`src/rtl/pwm_cfg_pkg.sv`:
```
// Shared types and constants for the PWM configuration scheduler.
// Holds the commit FSM encoding, the register address map and reset values.
package pwm_cfg_pkg;

  typedef enum logic [1:0] {
    ST_IDLE,
    ST_PENDING,
    ST_DONE
  } state_t;

  localparam logic [2:0] ADDR_PERIOD = 3'd4;
  localparam logic [2:0] ADDR_ENABLE = 3'd5;
  localparam logic [2:0] ADDR_CTRL   = 3'd6;

  localparam int CTRL_COMMIT  = 0;
  localparam int CTRL_CLR_ERR = 1;

  // Replicated across the parameterised width at the point of use.
  localparam logic RST_PERIOD_BIT = 1'b1;
  localparam logic RST_DUTY_BIT   = 1'b0;
  localparam logic RST_ENABLE_BIT = 1'b0;
  localparam logic RST_ERR        = 1'b0;

endpackage

```
`src/rtl/pwm_cfg_regfile.sv`:
```
// Shadow registers, address decode and sticky error flag.
// Writes land one cycle after acceptance; commit is a same-cycle strobe.
module pwm_cfg_regfile
  import pwm_cfg_pkg::*;
#(
  parameter int NUM_CH = 4,
  parameter int CNT_W  = 8
) (
  input  logic                    clk,
  input  logic                    rst,
  input  logic                    wr_fire,
  input  logic [2:0]              wr_addr,
  input  logic [CNT_W-1:0]        wr_data,
  output logic [CNT_W-1:0]        period_sh,
  output logic [NUM_CH*CNT_W-1:0] duty_sh,
  output logic [NUM_CH-1:0]       enable_sh,
  output logic                    err,
  output logic                    commit
);

  logic addr_duty, addr_period, addr_enable, addr_ctrl;
  logic err_set, err_clr;

  always_comb begin
    addr_duty   = int'(wr_addr) < NUM_CH;
    addr_period = (wr_addr == ADDR_PERIOD);
    addr_enable = (wr_addr == ADDR_ENABLE);
    addr_ctrl   = (wr_addr == ADDR_CTRL);
    err_set     = wr_fire && (!(addr_duty || addr_period || addr_enable || addr_ctrl) ||
                              (addr_period && (wr_data == '0)));
    err_clr     = wr_fire && addr_ctrl && wr_data[CTRL_CLR_ERR];
    commit      = wr_fire && addr_ctrl && wr_data[CTRL_COMMIT];
  end

  always_ff @(posedge clk or posedge rst) begin
    if (rst) begin
      period_sh <= {CNT_W{RST_PERIOD_BIT}};
      duty_sh   <= {(NUM_CH*CNT_W){RST_DUTY_BIT}};
      enable_sh <= {NUM_CH{RST_ENABLE_BIT}};
      err       <= RST_ERR;
    end else begin
      for (int i = 0; i < NUM_CH; i++) begin
        if (wr_fire && (int'(wr_addr) == i))
          duty_sh[i*CNT_W +: CNT_W] <= wr_data;
      end
      // A zero period would stall the counter, so it never reaches the shadow.
      if (wr_fire && addr_period && (wr_data != '0))
        period_sh <= wr_data;
      if (wr_fire && addr_enable)
        enable_sh <= wr_data[NUM_CH-1:0];
      if (err_set)
        err <= 1'b1;
      else if (err_clr)
        err <= 1'b0;
    end
  end

endmodule

```
`src/rtl/pwm_cfg_scheduler.sv`:
```
// Commits shadow PWM settings to the active outputs atomically at a period boundary.
// Load happens on the first pwm_wrap seen in PENDING (or at once if all channels are off); writes are stalled until then.
module pwm_cfg_scheduler
  import pwm_cfg_pkg::*;
#(
  parameter int NUM_CH = 4,
  parameter int CNT_W  = 8
) (
  input  logic                    clk,
  input  logic                    rst,
  input  logic                    wr_valid,
  output logic                    wr_ready,
  input  logic [2:0]              wr_addr,
  input  logic [CNT_W-1:0]        wr_data,
  input  logic                    pwm_wrap,
  output logic [CNT_W-1:0]        period,
  output logic [NUM_CH*CNT_W-1:0] duty,
  output logic [NUM_CH-1:0]       enable,
  output logic                    update_pending,
  output logic                    update_done,
  output logic                    err
);

  state_t                    state, state_nxt;
  logic                      load, commit, wr_fire;
  logic [CNT_W-1:0]          period_sh;
  logic [NUM_CH*CNT_W-1:0]   duty_sh, duty_clamped;
  logic [NUM_CH-1:0]         enable_sh;

  assign wr_ready = (state == ST_IDLE);
  assign wr_fire  = wr_valid && wr_ready;

  pwm_cfg_regfile #(.NUM_CH(NUM_CH), .CNT_W(CNT_W)) u_regfile (
    .clk       (clk),
    .rst       (rst),
    .wr_fire   (wr_fire),
    .wr_addr   (wr_addr),
    .wr_data   (wr_data),
    .period_sh (period_sh),
    .duty_sh   (duty_sh),
    .enable_sh (enable_sh),
    .err       (err),
    .commit    (commit)
  );

  always_comb begin
    logic [CNT_W-1:0] d;
    duty_clamped = '0;
    for (int i = 0; i < NUM_CH; i++) begin
      d = duty_sh[i*CNT_W +: CNT_W];
      duty_clamped[i*CNT_W +: CNT_W] = (d > period_sh) ? period_sh : d;
    end
  end

  always_comb begin
    state_nxt = state;
    load      = 1'b0;
    case (state)
      ST_IDLE:    if (commit) state_nxt = ST_PENDING;
      // With every channel off no wrap will ever arrive, so load immediately.
      ST_PENDING: if (pwm_wrap || (enable == '0)) begin
                    load      = 1'b1;
                    state_nxt = ST_DONE;
                  end
      ST_DONE:    state_nxt = ST_IDLE;
      default:    state_nxt = ST_IDLE;
    endcase
  end

  always_ff @(posedge clk or posedge rst) begin
    if (rst) begin
      state          <= ST_IDLE;
      update_pending <= 1'b0;
      update_done    <= 1'b0;
      period         <= {CNT_W{RST_PERIOD_BIT}};
      duty           <= {(NUM_CH*CNT_W){RST_DUTY_BIT}};
      enable         <= {NUM_CH{RST_ENABLE_BIT}};
    end else begin
      state          <= state_nxt;
      update_pending <= (state_nxt == ST_PENDING);
      update_done    <= (state_nxt == ST_DONE);
      if (load) begin
        period <= period_sh;
        duty   <= duty_clamped;
        enable <= enable_sh;
      end
    end
  end

endmodule
```
`config.mk`:
```
export PLATFORM = sky130hd
export DESIGN_NAME = pwm_cfg_scheduler
export DESIGN_NICKNAME = d
export VERILOG_FILES = /design/src/rtl/pwm_cfg_pkg.sv /design/src/rtl/pwm_cfg_regfile.sv /design/src/rtl/pwm_cfg_scheduler.sv
export SDC_FILE = /design/constraint.sdc
export NUM_CORES = 1
export LEC_CHECK = 0
export CAP_MARGIN = 20
export CORE_ASPECT_RATIO = 1.75
export CORE_MARGIN = 5
export CORE_UTILIZATION = 45
export CTS_BUF_LIST = sky130_fd_sc_hd__clkbuf_8 sky130_fd_sc_hd__clkbuf_16
export DETAILED_ROUTE_END_ITERATION = 8
export MAX_ROUTING_LAYER = met4
export PLACE_DENSITY = 0.67
export RECOVER_POWER = 50
export SETUP_SLACK_MARGIN = 0.1
export SLEW_MARGIN = 20
export SYNTH_ARGS = -nofsm -noshare
export SYNTH_HDL_FRONTEND = slang
export SYNTH_HIERARCHICAL = 1
export SYNTH_SLANG_ARGS = --single-unit
```
`constraint.sdc`:
```
create_clock -name clk -period 4.1 [get_ports clk]
set_input_delay 0.615 -clock clk [delete_from_list [all_inputs] [get_ports clk]]
set_output_delay 0.615 -clock clk [all_outputs]
set_load 0.01 [all_outputs]
```
==> results of run 1 <==
[state kept, by name, indices dropped and copies added (netlist names)]
name	flops
period	8
enable	4
u_regfile/duty_sh	32
state	2
u_regfile/period_sh	8
update_pending	1
u_regfile/enable_sh	4
update_done	1
duty	32
u_regfile/err	1
[power breakdown]
group / internal (mW) / switching, mW / leakage, nW
clock network: 0.480 / 0.380 / 0.143
logic: 0.839 / 0.848 / 1.15
registers: 1.28 / 0.264 / 1.09
[logic make-up after synthesis]
logic type,Yosys count,share of synthesized area
simple gates,131,0.140
compound gates,114,0.181
flops,93,0.474
mux,37,0.0839
fa+ha+maj,32,0.0809
buf+inv,30,0.0404
[tightest hold or removal path: cells and delay by family (launching register included)]
kind             cells  cell delay, ns
DFF                  1            0.34
and+or+nand+nor      2            0.10
[cell usage after synthesis (all sizes together) (2+ instances only)]
master,n
dfrtp,77
o21ai,48
nor2,42
mux2,36
a31oi,32
ha,32
nand3,32
nand2,28
dfstp,16
buf,14
inv,14
a21oi,12
nand4,9
a22o,8
nor2b,8
a211o,4
a211oi,4
o211ai,4
nand4b,2
nor4bb,2
or4,2
[layer usage]
metal | share of wire | vias to the layer above
li1 | - | 1741
met1 | 0.38 | 1785
met2 | 0.54 | 119
met3 | 0.047 | 37
met4 | 0.041 | 0
met5 | 0 | -
[final cells by class]
| cell class | instances | area [um^2] |
|---|---|---|
| clock inverters | 7 | 80.1 |
| multi-input cells | 314 | 2400 |
| flip-flops and latches | 93 | 2350 |
| repair buffers | 65 | 643 |
| well taps | 130 | 163 |
| clock buffers | 9 | 225 |
| fillers | 966 | 4840 |
| inverters | 15 | 62.6 |
[final timing paths]
| kind | from | to | slack [ns] |
|---|---|---|---|
| worst max-delay path | u_regfile/period_sh[3] | duty[25] | 1.29 |
| worst min-delay path | u_regfile/enable_sh[0] | enable[0] | 0.47 |
| worst max register to register | u_regfile/period_sh[3] | duty[25] | 1.29 |
| worst min register to register | u_regfile/enable_sh[0] | enable[0] | 0.47 |
| max in group asynchronous | rst | duty[12] | 1.82 |
| min in group asynchronous | rst | u_regfile/duty_sh[27] | 0.90 |
==> run summary, run 1 <==
POWER AND IR DROP
------------------------------------------------------------------------------------
Leakage ...............................................................      2.39 nW
Worst IR drop on VDD ..................................................     0.299 mV
Pwr Density ...........................................................  692 nW/um^2
Pwr Total .............................................................      4.10 mW

FLOORPLANNING
------------------------------------------------------------------------------------
Die height ............................................................       149 um
Die Footprint .........................................................   13300 um^2
Row Count .............................................................           50
Die outline width .....................................................      89.3 um
Initial Utilization ...................................................        0.460
Area of the core region ...............................................   10800 um^2
Top-level port count ..................................................           63

TIMING
------------------------------------------------------------------------------------
Aggregate negative setup slack ........................................         0 ns
Worst-margin pin slew .................................................      2.13 ns
Final Hold Vio Count ..................................................            0
RSZ-0062 raised after global routing ..................................        false
Maximum operating frequency ...........................................      356 MHz
Relative max-transition margin ........................................       -0.427
Setup Skew ............................................................   0.00883 ns
Number of setup violations in the final report ........................            0
Final setup slack of the worst path ...................................      1.29 ns
Post-route minimum period .............................................      2.81 ns
Minimum hold slack ....................................................     0.468 ns
Final cycle utilization of the critical path ..........................        0.685
Number of slew-limit violations in the final report ...................           49

GLOBAL ROUTE
------------------------------------------------------------------------------------
Maximum number of pins on one net before global-route repair ..........           71
Met1 track demand over resource .......................................        0.234
Global route overflow .................................................            0
Global-route usage over all layers ....................................        0.208
Busiest grt layer .....................................................         met2
Global-route track usage on met2 ......................................        0.347
Antenna violations before repair ......................................            0
GRT met3 Usage ........................................................       0.0370
Via count of the first global-routing pass ............................         3802
Wire length of the first global-routing pass ..........................      20.1 mm

LAYOUT
------------------------------------------------------------------------------------
Area overhead of the layout relative to synthesis .....................        19.6%
Final std cell area, no fill ..........................................    5920 um^2
Share of final-layout standard cells stronger than drive strength 1 ...        0.245
Diodes inserted .......................................................            0
Final-stage net count .................................................          545
Most common cell after layout, fill and taps aside .................... sky130_fd_sc_hd__dfrtp_1
Share of the core filled with cells ...................................        0.550
Final std cells w/o fill ..............................................          633
Most frequent cells in the layout ..................................... sky130_fd_sc_hd__dfrtp_1 (77), sky130_fd_sc_hd__clkdlybuf4s50_1 (49), sky130_fd_sc_hd__o21ai_0 (47)

CLOCK NETWORK
------------------------------------------------------------------------------------
CTS Hold Bufs .........................................................            0
Number of levels in the clock H-tree ..................................            3
Gates resized, CTS repair .............................................            0
Number of buffers between clock root and the deepest sink .............            2
Clock transition at path regs .........................................      0.07 ns
Clock insertion delay at the later pin of the skew report .............      0.35 ns
TritonCTS clock tree ..................................................          yes
Post-CTS setup buffer count ...........................................            0
CTS root buffer ....................................................... sky130_fd_sc_hd__clkbuf_16
Number of clock sinks seen by CTS .....................................           93
Total CTS buffers .....................................................            9

SETUP PATH
------------------------------------------------------------------------------------
Critical Path Start Type ..............................................     register
Critical path buffers and inverters ...................................            1
Critical path endpoint category .......................................     register
Critical Path RT ......................................................      4.37 ns
CP Class .............................................................. register to register
Biggest cell delay along the critical path ............................      0.71 ns
Sequence of cells on the critical path ................................ inv_1 > ha_1 > nand4_1 > nor2_1 > a211oi_1 > o21ai_0 > a31oi_2
Path depth of the worst reg2reg path ..................................            7
Crit path max-delay family ............................................ compound AO/OA/AOI/OAI gates
Largest fanout on the critical path ...................................            8
Worst path arrival time ...............................................      3.08 ns
Depth of the critical timing path with buffers and inverters included .            7
Slowest-stage cell, CP ................................................ sky130_fd_sc_hd__a211oi_1

PLACED DESIGN
------------------------------------------------------------------------------------
Placed Instance Area ..................................................    5620 um^2
Placed wire-length estimate after detailed placement ..................      8.88 mm
Worst slack, placed ...................................................      1.38 ns
Buffers on Ports ......................................................           62
Number of cells after detailed placement ..............................          617
Routability-driven placement congestion ratio .........................        0.922

SYNTHESIS
------------------------------------------------------------------------------------
Cell type with the highest aggregate area in the netlist .............. sky130_fd_sc_hd__dfrtp_1
Number of warnings issued by yosys ....................................            6
Area share of the leading cell type in the synthesized netlist ........        0.389
Most used DFF post-synth .............................................. sky130_fd_sc_hd__dfrtp_1
Post-synthesis async set-or-reset flop share ..........................         1.00
Count of state elements after synthesis ...............................           93
Leading cell types by total area after synthesis ...................... sky130_fd_sc_hd__dfrtp_1 (39%), sky130_fd_sc_hd__dfstp_2 (8.5%), sky130_fd_sc_hd__mux2_2 (8.2%), sky130_fd_sc_hd__a31oi_2 (8.1%), sky130_fd_sc_hd__ha_1 (8.1%)
Post-synthesis sequential area ratio ..................................        0.474
Average footprint of a synthesized cell ...............................    11.3 um^2
Post-synth design cell area ...........................................    4950 um^2
Cells after Synth .....................................................          437
Number of library cell types mapped by synthesis ......................           37
Number of synthesized flops with an enable pin ........................            0
Net count after synthesis .............................................          484

ROUTING
------------------------------------------------------------------------------------
Drt pass-1 iters ......................................................            4
Total wire length .....................................................      12.5 mm
Count of antenna-violating nets left after detailed routing ...........            0
Vias per cell .........................................................         5.82
Post-detailed-route DRC marker count ..................................            0
Routed WL per cell ....................................................      19.7 um
Starting DRC count in detailed routing ................................          187
Number of vias in the routed layout ...................................         3682

RUN STATUS
------------------------------------------------------------------------------------
Violations in the final reports ....................................... capacitance limit, slew limit
Outcome ............................................................... finished, violations left

WORST HOLD PATH
------------------------------------------------------------------------------------
Kind of path behind the tightest hold check ........................... register to register
Worst Hold Depth ......................................................            2

RUN
------------------------------------------------------------------------------------
Max-cap violation count ...............................................            1

(Power assumes the default switching activity.)
==> inputs of run 2 (changes only) <==
--- a/config.mk
+++ b/config.mk
@@ -12,7 +12,7 @@
 export CTS_BUF_LIST = sky130_fd_sc_hd__clkbuf_8 sky130_fd_sc_hd__clkbuf_16
 export DETAILED_ROUTE_END_ITERATION = 8
 export MAX_ROUTING_LAYER = met4
-export PLACE_DENSITY = 0.67
+export PLACE_DENSITY = 0.7
 export RECOVER_POWER = 50
 export SETUP_SLACK_MARGIN = 0.1
 export SLEW_MARGIN = 20
==> constraint.sdc (replaced) <==
create_clock -name clk -period 2.5 [get_ports clk]
set_input_delay 0.375 -clock clk [delete_from_list [all_inputs] [get_ports clk]]
set_output_delay 0.375 -clock clk [all_outputs]
set_load 0.01 [all_outputs]
==> run 2 against run 1 <==
The flow now finishes without violations. Global-route usage increased by 1.6 points. Critical path depth up 2. Combinational power grew 80%. Non-clock buffer count increased by 39. First-iteration DRC count is 30% higher. Fmax grew 25%. Final area grew 5.1%. Largest cell class unchanged.
==> run summary, run 2 (synthesis gave the netlist of run 1 again) <==
TIMING
----------------------------------------------------------------------------------
Number of setup violations in the final report ......................            0   unchanged
Number of slew-limit violations in the final report .................            0   -100%
RSZ-0062 raised after global routing ................................        false
Post-route minimum period ...........................................      2.26 ns   -0.553 ns
Aggregate negative setup slack ......................................         0 ns   unchanged
Relative max-transition margin ......................................        0.229   +0.656
Final setup slack of the worst path .................................     0.243 ns   -1.05 ns
Worst-margin pin slew ...............................................      1.16 ns   -0.973 ns
Final Hold Vio Count ................................................            0   unchanged
Final cycle utilization of the critical path ........................        0.903   +0.217
Minimum hold slack ..................................................     0.468 ns   +0.0000340 ns
Setup Skew ..........................................................   0.00795 ns   -0.000881 ns
Maximum operating frequency .........................................      443 MHz   +25%

CLOCK NETWORK
----------------------------------------------------------------------------------
CTS Hold Bufs .......................................................            0   unchanged
Post-CTS setup buffer count .........................................            0   unchanged
Clock insertion delay at the later pin of the skew report ...........      0.35 ns   about the same
Number of clock sinks seen by CTS ...................................           93   unchanged
CTS root buffer ..................................................... sky130_fd_sc_hd__clkbuf_16
Total CTS buffers ...................................................            9   unchanged
Clock transition at path regs .......................................      0.07 ns   about the same
Number of levels in the clock H-tree ................................            3   unchanged
Number of buffers between clock root and the deepest sink ...........            2   unchanged
TritonCTS clock tree ................................................          yes

SETUP PATH
----------------------------------------------------------------------------------
Worst path arrival time .............................................      2.48 ns   -0.60 ns
Critical path endpoint category .....................................     register
Critical Path Start Type ............................................     register
Critical Path RT ....................................................      2.73 ns   -1.64 ns
CP Class ............................................................ register to register
Largest fanout on the critical path .................................            6   -2

FLOORPLANNING
----------------------------------------------------------------------------------
Row Count ...........................................................           50   unchanged
Top-level port count ................................................           63   unchanged
Die height ..........................................................       149 um   unchanged
Initial Utilization .................................................        0.460   unchanged
Die Footprint .......................................................   13300 um^2   unchanged
Die outline width ...................................................      89.3 um   unchanged
Area of the core region .............................................   10800 um^2   unchanged

PLACED DESIGN
----------------------------------------------------------------------------------
Number of cells after detailed placement ............................          656   +6.3%
Routability-driven placement congestion ratio .......................         1.03   +12%
Worst slack, placed .................................................    0.0707 ns   -1.31 ns
Buffers on Ports ....................................................           62   unchanged
Placed wire-length estimate after detailed placement ................      10.4 mm   +17%

LAYOUT
----------------------------------------------------------------------------------
Share of final-layout standard cells stronger than drive strength 1 .        0.304   +0.0599
Final-stage net count ...............................................          584   +7.2%
Diodes inserted .....................................................            0   unchanged
Most common cell after layout, fill and taps aside .................. sky130_fd_sc_hd__dfrtp_1
Area overhead of the layout relative to synthesis ...................        25.7%
Registers with the highest flip-flop counts ......................... duty (32), u_regfile/duty_sh (32)
Most frequent cells in the layout ................................... sky130_fd_sc_hd__dfrtp_1 (77), sky130_fd_sc_hd__o21ai_0 (47), sky130_fd_sc_hd__clkdlybuf4s50_1 (40)
Final std cells w/o fill ............................................          672   +6.2%

POWER AND IR DROP
----------------------------------------------------------------------------------
Pwr Total ...........................................................      6.89 mW   +68%
Pwr Density ......................................................... 1110 nW/um^2   +60%
Worst IR drop on VDD ................................................     0.578 mV   +94%
Leakage .............................................................      2.59 nW   +8.3%

ROUTING
----------------------------------------------------------------------------------
Vias per cell .......................................................         5.78   -0.69%
Starting DRC count in detailed routing ..............................          244   +30%
Count of antenna-violating nets left after detailed routing .........            0   unchanged
Post-detailed-route DRC marker count ................................            0   unchanged
Total wire length ...................................................      13.7 mm   +9.5%
Drt pass-1 iters ....................................................            4   unchanged
Number of vias in the routed layout .................................         3882   +5.4%
Routed WL per cell ..................................................      20.4 um   +3.1%

WORST HOLD PATH
----------------------------------------------------------------------------------
Kind of path behind the tightest hold check ......................... register to register

GLOBAL ROUTE
----------------------------------------------------------------------------------
Via count of the first global-routing pass ..........................         4093   +7.7%
Wire length of the first global-routing pass ........................      21.5 mm   +7.1%
Maximum number of pins on one net before global-route repair ........           46   -35%
Global-route usage over all layers ..................................        0.224   +0.0165
Global route overflow ...............................................            0   unchanged
Antenna violations before repair ....................................            0   unchanged

RUN STATUS
----------------------------------------------------------------------------------
Outcome ............................................................. finished, final reports clean

RUN
----------------------------------------------------------------------------------
Max-cap violation count .............................................            0   -1

run 2: changes by cell type in the layout (fill, tap and decap cells not counted), sizes merged, moves of 3 or more:
cell	delta
buf	+36
clkbuf	+3
clkdlybuf4s50	-9
dlygate4sd3	+9
inv	+3
run 2: worst paths after layout:
kind	from	to	slack (ns)	cells past startpoint
setup / recovery	u_regfile/period_sh[5]	duty[19]	0.24	9
hold / removal	period[0]	period[0]	0.47	2
setup reg to reg	u_regfile/period_sh[5]	duty[19]	0.24	9
hold reg to reg	period[0]	period[0]	0.47	2
max in group asynchronous	rst	u_regfile/duty_sh[13]	0.92	3
min in group asynchronous	rst	duty[27]	0.62	2
run 2: timing repair:
action / CTS / global route
cloned: 0 / 0
endpoints found under the setup margin: 5 / 14
resized for setup: 2 / 2
hold endpoints to repair: 0 / 0
run 2: critical path, stage by stage (launching register included):
cell and delay [ns]:
sky130_fd_sc_hd__dfstp_2 0.53, sky130_fd_sc_hd__inv_1 0.08, sky130_fd_sc_hd__ha_1 0.31, sky130_fd_sc_hd__nand4_1 0.21
sky130_fd_sc_hd__nor2_1 0.24, sky130_fd_sc_hd__buf_4 0.15, sky130_fd_sc_hd__nor2b_1 0.07, sky130_fd_sc_hd__buf_4 0.16
sky130_fd_sc_hd__o21ai_0 0.25, sky130_fd_sc_hd__a31oi_2 0.12
run 2: through the flow:
stage	cell area, um^2	util
after CTS	6220	0.578
after global placement	5920	0.550
after detailed placement	5920	0.550
after floorplan	4950	-
after global routing	6220	0.578
final	6220	0.578
run 2: cell type report:
class	count	area [um^2]
multi-input combinational	314	2420
clock inverter	7	63.8
fill	941	4540
tap	130	163
timing repair buffer	104	940
clock buffer	9	225
inverter	15	61.3
sequential	93	2350
run 2: power breakdown:
group          leakage (nW)  total (mW)  switching (mW)  internal (mW)
Combinational          1.36        3.05            1.53           1.52
Clock                 0.137        1.35           0.650          0.699
Sequential             1.09        2.49           0.386           2.10
run 2: layer usage:
metal | vias to the layer above | GRT usage | share of wire
li1 | 1822 | - | -
met1 | 1921 | 0.247 | 0.38
met2 | 104 | 0.379 | 0.53
met3 | 35 | 0.0326 | 0.041
met4 | 0 | 0.124 | 0.048
met5 | - | - | 0
==> inputs of run 3 (changes only) <==
--- a/config.mk
+++ b/config.mk
@@ -5,7 +5,7 @@
 export SDC_FILE = /design/constraint.sdc
 export NUM_CORES = 1
 export LEC_CHECK = 0
-export CAP_MARGIN = 20
+export CAP_MARGIN = 40
 export CORE_ASPECT_RATIO = 1.75
 export CORE_MARGIN = 5
 export CORE_UTILIZATION = 45
==> results of run 3 <==
Same layout as run 2: the final DEF is identical, and so are final timing and power.
